### src/rtl/word_queue.sv
// Circular-buffer FIFO with registered dequeue data and registered Full/Empty/Count.
// Optional sticky Overflow/Underflow outputs are enabled by defining WORD_QUEUE_ERROR_FLAGS_EN.
module word_queue #(
  parameter int WORD_RANGE = 8,
  parameter int WORD_COUNT = 64
) (
  input  logic                          Clk,
  input  logic                          RstN,
  input  logic                          Enable,
  input  logic                          Push,
  input  logic                          Pop,
  input  logic [WORD_RANGE-1:0]         Data_in,
  output logic [WORD_RANGE-1:0]         Data_out,
  output logic                          Valid_out,
  output logic                          Full,
  output logic                          Empty,
`ifdef WORD_QUEUE_ERROR_FLAGS_EN
  output logic [$clog2(WORD_COUNT):0]   Count,
  output logic                          Overflow,
  output logic                          Underflow
`else
  output logic [$clog2(WORD_COUNT):0]   Count
`endif
);

  localparam int PW = $clog2(WORD_COUNT);
  localparam int CW = PW + 1;
  localparam logic [CW-1:0] COUNT_MAX = CW'(WORD_COUNT);

  logic [WORD_RANGE-1:0] mem [WORD_COUNT];
  logic [PW-1:0]         head;
  logic [PW-1:0]         tail;
  logic                  pop_ok;
  logic                  push_ok;
  logic [CW-1:0]         count_next;

  // A full queue can still take a push when a pop frees the head slot on the same edge.
  always_comb begin
    pop_ok     = Enable & Pop & ~Empty;
    push_ok    = Enable & Push & (~Full | pop_ok);
    count_next = Count;
    if (push_ok && !pop_ok)
      count_next = Count + CW'(1);
    else if (pop_ok && !push_ok)
      count_next = Count - CW'(1);
  end

  // Storage is not reset; only the pointers define what is valid.
  always_ff @(posedge Clk) begin
    if (push_ok)
      mem[tail] <= Data_in;
  end

  always_ff @(posedge Clk) begin
    if (RstN) begin
      head      <= '0;
      tail      <= '0;
      Count     <= '0;
      Empty     <= 1'b1;
      Full      <= 1'b0;
      Valid_out <= 1'b0;
      Data_out  <= '0;
    end else begin
      Valid_out <= pop_ok;
      if (pop_ok) begin
        Data_out <= mem[head];
        head     <= head + PW'(1);
      end
      if (push_ok)
        tail <= tail + PW'(1);
      Count <= count_next;
      Empty <= (count_next == '0);
      Full  <= (count_next == COUNT_MAX);
    end
  end

`ifdef WORD_QUEUE_ERROR_FLAGS_EN
  // A simultaneous push into an empty queue is a legal handoff, not an underflow.
  always_ff @(posedge Clk) begin
    if (RstN) begin
      Overflow  <= 1'b0;
      Underflow <= 1'b0;
    end else begin
      if (Enable && Push && !push_ok)
        Overflow <= 1'b1;
      if (Enable && Pop && Empty && !Push)
        Underflow <= 1'b1;
    end
  end
`endif

endmodule

### config.mk
export PLATFORM = sky130hd
export DESIGN_NAME = word_queue
export DESIGN_NICKNAME = d
export VERILOG_FILES = /design/src/rtl/word_queue.sv
export SDC_FILE = /design/constraint.sdc
export NUM_CORES = 1
export LEC_CHECK = 0
export CAP_MARGIN = 20
export CORE_MARGIN = 3
export CORE_UTILIZATION = 60
export CTS_CLUSTER_SIZE = 16
export DETAILED_ROUTE_END_ITERATION = 8
export PLACE_DENSITY_LB_ADDON = 0.2
export SKIP_LAST_GASP = 1
export SLEW_MARGIN = 30
export SYNTH_ARGS = -nofsm -noshare
export SYNTH_HDL_FRONTEND = slang
export SYNTH_SLANG_ARGS = --single-unit
### constraint.sdc
create_clock -name Clk -period 3.35 [get_ports Clk]
set_clock_uncertainty 0.15 [all_clocks]
set_input_delay 0.8375 -clock Clk [delete_from_list [all_inputs] [get_ports Clk]]
set_output_delay 0.8375 -clock Clk [all_outputs]
set_load 0.01 [all_outputs]
==> flow_metrics.env <==
export IMPL_cp_buffers_inverters=1
export IMPL_hp_start="head[5]"
export IMPL_ys_ff_latch=542
export IMPL_hpwl_mm=30.2
export IMPL_wl_mm=47.1
export IMPL_layout_common_cells="edfxtp_1, buf_4, nor2_1, mux4_2, mux2i_1"
export IMPL_antenna_found_initial=0
export IMPL_timing_setup_tns_ps=0
export IMPL_crit_chain="buf_4 > mux4_2 > a22o_1 > a2111oi_2 > a21oi_1 > a22oi_1 > nand2_1"
export IMPL_io_pins=31
export IMPL_crit_arrival_ps=3250
export IMPL_synthFlopType="edfxtp_1"
export IMPL_cp_end_kind="register"
export IMPL_avgRoutedWirePerCell_um=26.8
export IMPL_path_clk_slew_ps=60
export IMPL_post_cts_buffers=0
export IMPL_async_flop_share_pct=0
export IMPL_die_h_um=194
export IMPL_synth_area_um2=21200
export IMPL_r2r_start="head[0]"
export IMPL_core_area_um2=34700
export IMPL_grt_max_degree=65
export IMPL_syn_num_nets=1141
export IMPL_avgSynthCellArea_um2=18.9
export IMPL_maxSlewViolCount=0
export IMPL_finalCriticalPeriod_ps=2930
export IMPL_max_stage_delay_ps=660
export IMPL_cts_buffers=51
export IMPL_cts_tree="done"
export IMPL_hold_violations=0
export IMPL_critPathKind="register to register"
export IMPL_place_congestion=0.858
export IMPL_grt_pass1_vias=11400
export IMPL_critPathTopFamily="compound AO/OA/AOI/OAI gates"
export IMPL_portBuffers=30
export IMPL_cts_buffer_depth=3
export IMPL_area_growth_pct=14.8
export IMPL_die_x_um=194
export IMPL_hold_slack_ps=390
export IMPL_clk_latency_ps=570
export IMPL_cts_sinks=542
export IMPL_ys_types=51
export IMPL_cts_root_buffer="clkbuf_16"
export IMPL_start_kind="register"
export IMPL_timing_fmax_mhz=341
export IMPL_rsz0062_at_grt="no"
export IMPL_startpoint="head[0]"
export IMPL_drt_antenna_violating_nets=0
export IMPL_vias=11200
export IMPL_comb_power_share_pct=4.0
export IMPL_min_period_over_period_pct=87.5
export IMPL_overflow=0
export IMPL_cap_violations=0
export IMPL_final_common_cell="edfxtp_1"
export IMPL_ir_drop_v=0.000499
export IMPL_num_rows=68
export IMPL_drtIter0Drc=1152
export IMPL_syn_inst=1124
export IMPL_floorplan_die_area_um2=37700
export IMPL_ys_seq_area_share_pct=75.3
export IMPL_layout_nets=1279
export IMPL_relSlewSlack_pct=43.8
export IMPL_hold_path_class="register to register"
export IMPL_cts_resized=0
export IMPL_power_internal_mw=10.9
export IMPL_outcome="completed"
export IMPL_diodes=0
export IMPL_fillers=2189
export IMPL_tightest_slew_ps=832
export IMPL_p_sw_mw=2.67
export IMPL_finalSetupViolations=0
export IMPL_seqPwrFrac_pct=55.1
export IMPL_synth_edf_count=512
export IMPL_slowest_stage="dfxtp_4"
export IMPL_pwr_share_clk_pct=40.9
export IMPL_cellLeakagePower_nw=7.68
export IMPL_yosys_warnings=0
export IMPL_cts_hold_buf=0
export IMPL_start_util_pct=61.1
export IMPL_drc=0
export IMPL_dr_pass1_iters=5
export IMPL_worstPathRequired_ps=3670
export IMPL_h_tree_depth=2
export IMPL_swShare_pct=19.8
export IMPL_grt_pass1_wl_mm=71.6
export IMPL_vias_per_cell=6.38
export IMPL_grt_usage_pct=25.4
export IMPL_worst_path_max_fanout=21
export IMPL_drive_above_1_share_pct=23.0
export IMPL_power_density_nw_per_um2=555
==> path summary, 6_finish.rpt <==
kind | endpoint | slack (ps) | cells after the start
setup / recovery | Data_out[1] | 420 | 7
hold reg to reg | head[5] | 390 | 2
setup reg to reg | Data_out[1] | 420 | 7
hold / removal | head[5] | 390 | 2
==> tightest hold or removal path, stage by stage (launching register included) <==
cell and delay [ps]:
dfxtp_1 360, xor2_1 80, nor2_1 70
==> state kept, by name, indices dropped and copies added, names as in the netlist <==
| name | count |
|---|---|
| mem | 512 |
| Data_out | 8 |
| Count | 7 |
| head | 6 |
| tail | 6 |
| Empty | 1 |
| Valid_out | 1 |
| Full | 1 |
==> cell usage after synthesis (3+ instances only) <==
| master | count | area, µm² |
|---|---|---|
| edfxtp_1 | 512 | 15400 |
| nor2_1 | 93 | 349 |
| mux4_2 | 89 | 2000 |
| mux2i_1 | 88 | 881 |
| dfxtp_1 | 30 | 601 |
| nand2_1 | 30 | 113 |
| a21oi_1 | 27 | 135 |
| clkbuf_1 | 25 | 93.8 |
| buf_2 | 19 | 95.1 |
| o21ai_0 | 18 | 90.1 |
| o22ai_1 | 17 | 106 |
| o221ai_1 | 16 | 140 |
| a22oi_1 | 14 | 105 |
| nand3_1 | 14 | 70.1 |
| a211o_1 | 11 | 96.3 |
| nor2b_1 | 11 | 68.8 |
| a22o_1 | 9 | 78.8 |
| buf_1 | 8 | 30.0 |
| buf_4 | 8 | 60.1 |
| xor2_1 | 8 | 70.1 |
| a2111oi_2 | 7 | 105 |
| nand4_1 | 7 | 43.8 |
| xnor2_1 | 6 | 52.6 |
| a211oi_1 | 4 | 30.0 |
| buf_6 | 4 | 45.0 |
| ha_1 | 4 | 50.1 |
| nand3b_1 | 4 | 30.0 |
| o211ai_1 | 4 | 30.0 |
| and2_1 | 3 | 18.8 |
| inv_1 | 3 | 11.3 |
| nor3b_1 | 3 | 22.5 |
==> layout make-up <==
type / count / area (µm²) / share of cell area [%]
Sequential cell: 542 / 16000 / 65.6
Clock buffer: 71 / 1430 / 5.88
Multi-Input combinational cell: 514 / 4900 / 20.1
Timing Repair Buffer: 150 / 1300 / 5.33
Clock inverter: 22 / 173 / 0.709
Tap cell: 455 / 569 / 2.34
Inverter: 3 / 11.3 / 0.0462
==> metal layers <==
metal  routed length [µm]  track usage (%)  up-vias
met5                    0                0        -
met4                 1790             9.89        0
met3                 4040             5.72      113
met2                22700             39.6      545
met1                18600             35.9     5703
li1                     -                -     4842
==> power by group through the flow <==
stage                     Combinational (mW)  Sequential (mW)  Clock, mW
after floorplan                        0.290             7.59          0
after global routing                   0.573             7.46       5.88
after detailed placement               0.537             7.60          0
final                                  0.535             7.46       5.53
after global placement                 0.529             7.60          0
after CTS                              0.539             7.46       5.62
==> stage by stage <==
stage | total power, mW | worst slack [ps] | std cells | instance area, µm² | util (%)
floorplan | 7.88 | 401 | 1124 | 21200 | -
global placement | 8.13 | 125 | 1664 | 22800 | 65.6
detailed placement | 8.14 | 70.4 | 1664 | 22800 | 65.6
CTS | 13.6 | 420 | 1757 | 24400 | 70.2
global route | 13.9 | 253 | 1757 | 24400 | 70.2
finish | 13.5 | 418 | 1757 | 24400 | 70.2
==> logic make-up after synthesis <==
| family | after synthesis | synth area share (%) |
|---|---|---|
| flops | 542 | 75.3 |
| simple gates | 182 | 3.93 |
| mux | 178 | 13.6 |
| compound gates | 136 | 4.67 |
| buf+inv | 68 | 1.67 |
| xor+xnor | 14 | 0.578 |
| fa+ha+maj | 4 | 0.236 |
No activity file was read; power rests on OpenSTA's default activity.
